**config.mk**
```make
export PLATFORM = sky130hd
export DESIGN_NAME = ft_cmd_decoder_flat
export DESIGN_NICKNAME = d
export VERILOG_FILES = /design/src/rtl/ft_cmd_decoder_if.sv /design/src/rtl/ft_cmd_decoder.sv /design/src/flat_wrapper.sv
export SDC_FILE = /design/constraint.sdc
export NUM_CORES = 1
export LEC_CHECK = 0
export ABC_CLOCK_PERIOD_IN_PS = 2300
export CORE_ASPECT_RATIO = 0.9
export CORE_UTILIZATION = 40
export CTS_BUF_LIST = sky130_fd_sc_hd__clkbuf_2 sky130_fd_sc_hd__clkbuf_4 sky130_fd_sc_hd__clkbuf_8
export CTS_CLUSTER_DIAMETER = 80
export DETAILED_ROUTE_END_ITERATION = 10
export SYNTH_ARGS = -nofsm -noshare
export SYNTH_HDL_FRONTEND = slang
export SYNTH_SLANG_ARGS = --single-unit
export TNS_END_PERCENT = 5
```
**constraint.sdc**
```tcl
create_clock -name clk -period 2.3 [get_ports clk]
set_input_delay 0.46 -clock clk [delete_from_list [all_inputs] [get_ports clk]]
set_output_delay 0.46 -clock clk [all_outputs]
set_load 0.005 [all_outputs]
```
**src/rtl/ft_cmd_decoder_if.sv**
```systemverilog
// Bus bundle between ft_cmd_decoder, the FT245 bridge FIFOs and the camera register block.
// master = decoder side, slave = FIFO/register side.
interface ft_cmd_decoder_if;
    logic        rx_rempty;
    logic [7:0]  rx_rdata;
    logic        rx_rinc;
    logic        tx_wfull;
    logic [7:0]  tx_wdata;
    logic        tx_winc;
    logic [7:0]  reg_addr;
    logic [15:0] reg_wdata;
    logic        reg_we;

    modport master (
        input  rx_rempty, rx_rdata, tx_wfull,
        output rx_rinc, tx_wdata, tx_winc, reg_addr, reg_wdata, reg_we
    );

    modport slave (
        output rx_rempty, rx_rdata, tx_wfull,
        input  rx_rinc, tx_wdata, tx_winc, reg_addr, reg_wdata, reg_we
    );
endinterface

```
**src/rtl/ft_cmd_decoder.sv**
```systemverilog
// Host command decoder: frames SYNC/ADDR/DHI/DLO/CHK bytes from the RX FIFO into register writes
// and acks each frame into the TX FIFO. Define CMD_TIMEOUT_EN to abort stalled partial frames.
module ft_cmd_decoder #(
    parameter logic [7:0] SYNC_BYTE = 8'hA5,
    parameter logic [7:0] ACK_OK    = 8'h4B,
    parameter logic [7:0] ACK_ERR   = 8'h45
`ifdef CMD_TIMEOUT_EN
    ,
    parameter int unsigned TIMEOUT_CYCLES = 4095
`endif
) (
    input  logic             clk,
    input  logic             rst,
    ft_cmd_decoder_if.master bus,
    output logic             frame_err,
    output logic [7:0]       err_count,
    output logic             busy
);

    typedef enum logic [2:0] {
        StHunt,
        StAddr,
        StDhi,
        StDlo,
        StChk,
        StExec,
        StAck
    } state_e;

    state_e      state_q, state_d;
    logic [7:0]  addr_sh_q, addr_sh_d;
    logic [7:0]  dhi_sh_q, dhi_sh_d;
    logic [7:0]  dlo_sh_q, dlo_sh_d;
    logic [7:0]  reg_addr_q, reg_addr_d;
    logic [15:0] reg_wdata_q, reg_wdata_d;
    logic [7:0]  ack_q, ack_d;
    logic        frame_err_q, frame_err_d;
    logic [7:0]  err_count_q, err_count_d;
    logic        in_frame;
    logic        pop;
    logic        timeout_hit;

    assign in_frame = state_q inside {StAddr, StDhi, StDlo, StChk};
    assign pop      = !bus.rx_rempty && (state_q == StHunt || in_frame);

`ifdef CMD_TIMEOUT_EN
    localparam logic [11:0] TimeoutLast = 12'(TIMEOUT_CYCLES - 1);

    logic [11:0] idle_cnt_q, idle_cnt_d;

    // Counts empty-FIFO cycles inside a partial frame; any pop or leaving the frame clears it.
    assign timeout_hit = in_frame && bus.rx_rempty && (idle_cnt_q == TimeoutLast);
    assign idle_cnt_d  = (in_frame && bus.rx_rempty && !timeout_hit) ? idle_cnt_q + 12'd1 : 12'd0;

    always_ff @(posedge clk) begin
        if (rst) begin
            idle_cnt_q <= '0;
        end else begin
            idle_cnt_q <= idle_cnt_d;
        end
    end
`else
    assign timeout_hit = 1'b0;
`endif

    always_comb begin
        state_d     = state_q;
        addr_sh_d   = addr_sh_q;
        dhi_sh_d    = dhi_sh_q;
        dlo_sh_d    = dlo_sh_q;
        reg_addr_d  = reg_addr_q;
        reg_wdata_d = reg_wdata_q;
        ack_d       = ack_q;
        frame_err_d = 1'b0;

        unique case (state_q)
            StHunt: begin
                if (pop && bus.rx_rdata == SYNC_BYTE) state_d = StAddr;
            end
            StAddr: begin
                if (pop) begin
                    addr_sh_d = bus.rx_rdata;
                    state_d   = StDhi;
                end
            end
            StDhi: begin
                if (pop) begin
                    dhi_sh_d = bus.rx_rdata;
                    state_d  = StDlo;
                end
            end
            StDlo: begin
                if (pop) begin
                    dlo_sh_d = bus.rx_rdata;
                    state_d  = StChk;
                end
            end
            StChk: begin
                if (pop) begin
                    if (bus.rx_rdata == (addr_sh_q ^ dhi_sh_q ^ dlo_sh_q)) begin
                        reg_addr_d  = addr_sh_q;
                        reg_wdata_d = {dhi_sh_q, dlo_sh_q};
                        ack_d       = ACK_OK;
                        state_d     = StExec;
                    end else begin
                        ack_d       = ACK_ERR;
                        frame_err_d = 1'b1;
                        state_d     = StAck;
                    end
                end
            end
            StExec: state_d = StAck;
            StAck: begin
                if (!bus.tx_wfull) state_d = StHunt;
            end
            default: state_d = StHunt;
        endcase

        if (timeout_hit) begin
            state_d     = StHunt;
            frame_err_d = 1'b1;
        end

        err_count_d = (frame_err_d && err_count_q != 8'hFF) ? err_count_q + 8'd1 : err_count_q;
    end

    always_ff @(posedge clk) begin
        if (rst) begin
            state_q     <= StHunt;
            addr_sh_q   <= '0;
            dhi_sh_q    <= '0;
            dlo_sh_q    <= '0;
            reg_addr_q  <= '0;
            reg_wdata_q <= '0;
            ack_q       <= '0;
            frame_err_q <= 1'b0;
            err_count_q <= '0;
        end else begin
            state_q     <= state_d;
            addr_sh_q   <= addr_sh_d;
            dhi_sh_q    <= dhi_sh_d;
            dlo_sh_q    <= dlo_sh_d;
            reg_addr_q  <= reg_addr_d;
            reg_wdata_q <= reg_wdata_d;
            ack_q       <= ack_d;
            frame_err_q <= frame_err_d;
            err_count_q <= err_count_d;
        end
    end

    assign bus.rx_rinc   = pop;
    assign bus.reg_we    = (state_q == StExec);
    assign bus.tx_winc   = (state_q == StAck) && !bus.tx_wfull;
    assign bus.tx_wdata  = (state_q == StAck) ? ack_q : 8'h00;
    assign bus.reg_addr  = reg_addr_q;
    assign bus.reg_wdata = reg_wdata_q;
    assign frame_err     = frame_err_q;
    assign err_count     = err_count_q;
    assign busy          = (state_q != StHunt);

endmodule
```
**src/flat_wrapper.sv**
```systemverilog
// flat-port wrapper written by rule: the top's interface ports become plain ports
module ft_cmd_decoder_flat 
#(
    parameter logic [7:0] SYNC_BYTE = 8'hA5,
    parameter logic [7:0] ACK_OK    = 8'h4B,
    parameter logic [7:0] ACK_ERR   = 8'h45

)
  (clk, rst, frame_err, err_count, busy, bus_rx_rempty, bus_rx_rdata, bus_tx_wfull, bus_rx_rinc, bus_tx_wdata, bus_tx_winc, bus_reg_addr, bus_reg_wdata, bus_reg_we);
  ft_cmd_decoder_if bus_i ();
  input  logic clk;
  input  logic rst;
  output logic frame_err;
  output logic [7:0] err_count;
  output logic busy;
  input wire logic [$bits(bus_i.rx_rempty)-1:0] bus_rx_rempty;
  input wire logic [$bits(bus_i.rx_rdata)-1:0] bus_rx_rdata;
  input wire logic [$bits(bus_i.tx_wfull)-1:0] bus_tx_wfull;
  output wire logic [$bits(bus_i.rx_rinc)-1:0] bus_rx_rinc;
  output wire logic [$bits(bus_i.tx_wdata)-1:0] bus_tx_wdata;
  output wire logic [$bits(bus_i.tx_winc)-1:0] bus_tx_winc;
  output wire logic [$bits(bus_i.reg_addr)-1:0] bus_reg_addr;
  output wire logic [$bits(bus_i.reg_wdata)-1:0] bus_reg_wdata;
  output wire logic [$bits(bus_i.reg_we)-1:0] bus_reg_we;
  assign bus_i.rx_rempty = bus_rx_rempty;
  assign bus_i.rx_rdata = bus_rx_rdata;
  assign bus_i.tx_wfull = bus_tx_wfull;
  assign bus_rx_rinc = bus_i.rx_rinc;
  assign bus_tx_wdata = bus_i.tx_wdata;
  assign bus_tx_winc = bus_i.tx_winc;
  assign bus_reg_addr = bus_i.reg_addr;
  assign bus_reg_wdata = bus_i.reg_wdata;
  assign bus_reg_we = bus_i.reg_we;
  ft_cmd_decoder #(.SYNC_BYTE(SYNC_BYTE), .ACK_OK(ACK_OK), .ACK_ERR(ACK_ERR)) u_core (.clk(clk), .rst(rst), .bus(bus_i), .frame_err(frame_err), .err_count(err_count), .busy(busy));
endmodule
```
==> flow_summary.toml <==
[status]
status = "completed"

[logic_synthesis]
syn_area_mm2 = 0.00279
synthSimpleGateAreaFrac = 0.228
synth_top_area_frac = 0.452
synthMuxAreaShare = 0.110
synth_area_leaders = "dfxtp_1 45%, mux2i_1 9.3%, nand2_1 7.3%, a21oi_1 6.3%, xnor2_1 6.3%"
syn_area_per_cell_um2 = 8.74
syn_inst = 319
synth-xor-area-share = 0.0754
synth_compound_area_frac = 0.0799
yosysTopAreaCell = "dfxtp_1"
yosys_warnings = 0
synth_top_family_by_area = "simple AND/OR/NAND/NOR gates"
synth_fa_ha_area_frac = 0.00449
ys_ff_latch = 63
seq_area_frac_synth = 0.452
yosysUniqueCellTypes = 39

[clock_tree]
clk_pin_slew_worst_paths_ns = 0.06
postCtsSetupBuffers = 0
ctsHoldBuffers = 0
clock_sinks = 63
cts_buffers = 9
cts_buffer_depth = 2
cts_resized = 0
htree_levels = 3
cts_tree = "done"
root_buffer = "clkbuf_8"
clock_latency_ns = 0.34

[timing]
hold_viol_final = 0
finalHoldWorstSlack_ns = 0.466
clock.fmax_ghz = 0.456
rsz0062_at_grt = "false"
skew_ns = 0.00816
period_needed_ns = 2.19
slew_viol_final = 0
worst_pin_slew_ns = 0.553
setup_ws_ns = 0.109
max_slew_margin = 0.631
setup_viol = 0
fin_crit_sh = 0.953

[setup_path]
r2r_end = "u_core.bus.reg_addr[1]"
crit_end = "bus_rx_rinc"
worst-path-max-fanout = 7
reg2reg_slack_ns = 0.31
criticalPathCategory = "in -> out"
reg2reg_depth = 6
rr_startpoint = "u_core.state_q[0]"
cp_data_required_time_ns = 1.84
crit_path_start = "bus_rx_rempty"
start_kind = "input port"
crit_arrival_ns = 1.73
end_kind = "output pin"

[layout]
n_antenna_cell = 0
final_common_cell = "dfxtp_1"
final_cell_mix = "63 x dfxtp_1, 54 x nand2_1, 52 x clkdlybuf4s50_1, 38 x nor2_1, 35 x a21oi_1"
nets = 402
finish.instance_area_mm2 = 0.00369
drive_gt1_frac = 0.122
area_delta_synth_final_pct = 32.3

[floorplanning]
dieHeight_um = 81.2
start_util = 0.419
rows = 28
core-area_mm2 = 0.00666
die_w_um = 90.0
ios = 57
dieArea_mm2 = 0.00731

[route]
ant_nets = 0
routed-via-count = 2325
firstDrtPassIters = 4
dr.first_iter.drc_count = 96
viasPerCell = 4.82
drc_errors = 0
wl_per_cell_um = 13.6
wl_mm = 6.56

[global_route]
track_usage = 0.192
grt_overflow = 0
grt_start_max_net_pins = 41
grt_pass1_wl_mm = 10.9
antenna_found_initial = 0
grt_pass1_vias = 2191

[placement]
post-place-ws_ns = -0.138
gp_congestion = 0.841
io_buffer_count = 53
dpl_cell_area_mm2 = 0.00352
hpwl_mm = 4.62

[pwr]
leakagePower_nw = 1.49
powerDensity_mw_per_mm2 = 555
power_frac_seq = 0.533
switchingPower_mw = 0.475
finalPower_mw = 2.05
power_frac_comb = 0.047
p_sw_frac = 0.232
ir_worst_vdd_v = 0.000276
p_int_mw = 1.57
clkPwrFrac = 0.420

[worst_hold_path]
worst_hold_path_type = "reg -> reg"
min_path_cells = 2

[run]
cap_violations = 0
-- cell usage after synthesis --
master	number
a211oi_1	1
a21oi_1	35
and2_1	1
and3_1	5
buf_1	1
buf_2	1
buf_4	5
buf_6	3
clkbuf_1	12
conb_1	1
dfxtp_1	63
ha_1	1
inv_1	3
mux2_2	4
mux2i_1	26
nand2_1	54
nand2b_1	3
nand3_1	1
nand3b_1	1
nand4_1	6
nand4b_1	1
nor2_1	38
nor2b_1	7
nor3_1	6
nor3b_4	1
nor4_1	1
nor4b_1	1
nor4bb_1	1
o21ai_0	1
o31ai_1	1
o32a_1	1
o41ai_1	2
or2_4	1
or3_1	2
or3b_4	1
or4_1	2
or4b_1	1
xnor2_1	20
xor2_1	4
-- area by class of cell --
type,instances,area [um2]
multi-input cells,233,1400
clock inverters,3,20.0
repair buffers,79,733
inverters,3,11.3
well taps,90,113
clock buffers,11,151
flip-flops and latches,63,1260
fillers,613,2970
-- how the worst min path moves through the flow --
| stage | slack [ns] | endpoint | startpoint |
|---|---|---|---|
| global route | 0.51 | u_core.ack_q[3] | u_core.ack_q[3] |
| finish | 0.47 | u_core.ack_q[3] | u_core.ack_q[3] |
| detailed placement | 0.46 | u_core.ack_q[3] | u_core.ack_q[3] |
| CTS | 0.47 | u_core.ack_q[3] | u_core.ack_q[3] |
| global placement | 0.44 | u_core.ack_q[0] | u_core.ack_q[0] |
| floorplan | 0.43 | u_core.ack_q[3] | u_core.ack_q[3] |
-- layer usage --
metal | global-route usage | vias to the layer above | wire length [um]
met5 | 0 | - | 0
li1 | - | 1204 | -
met2 | 0.305 | 58 | 2850
met4 | 0.0629 | 0 | 79
met3 | 0.0496 | 7 | 305
met1 | 0.258 | 1056 | 3330
-- registers in the layout, indices dropped and copies added (netlist names) --
name / cells
u_core.state_q: 3
u_core.bus.reg_addr: 8
u_core.dhi_sh_q: 8
u_core.err_count: 8
u_core.bus.reg_wdata: 16
u_core.addr_sh_q: 8
u_core.dlo_sh_q: 8
u_core.frame_err: 1
u_core.ack_q: 3
-- logic make-up after synthesis --
logic type | count (synthesis)
AO/OA/AOI/OAI | 41
XOR/XNOR | 24
adder cells (fa/ha/maj) | 1
buffers and inverters | 25
flip-flops | 63
multiplexers | 30
other | 1
AND/OR/NAND/NOR | 134
-- worst max-delay path: stages --
cell and delay, ns:
clkdlybuf4s50_1 0.45, buf_4 0.18, a21oi_1 0.13, clkdlybuf4s50_1 0.51
-- power groups by stage --
stage	Sequential, mW	Clock, mW	Combinational, mW
after floorplan	1.12	0	0.0444
after global placement	1.12	0	0.0944
after detailed placement	1.12	0	0.0950
after CTS	1.09	0.891	0.0956
after global routing	1.09	0.939	0.103
final	1.09	0.860	0.0953
-- through the flow --
stage / instances / utilization / setup TNS (ns)
after CTS: 482 / 0.554 / 0
final: 482 / 0.554 / 0
after floorplan: 321 / - / 0
after global routing: 482 / 0.554 / 0
after detailed placement: 468 / 0.528 / -2.62
after global placement: 468 / 0.528 / -1.74
No activity file was read; power rests on OpenSTA's default activity.
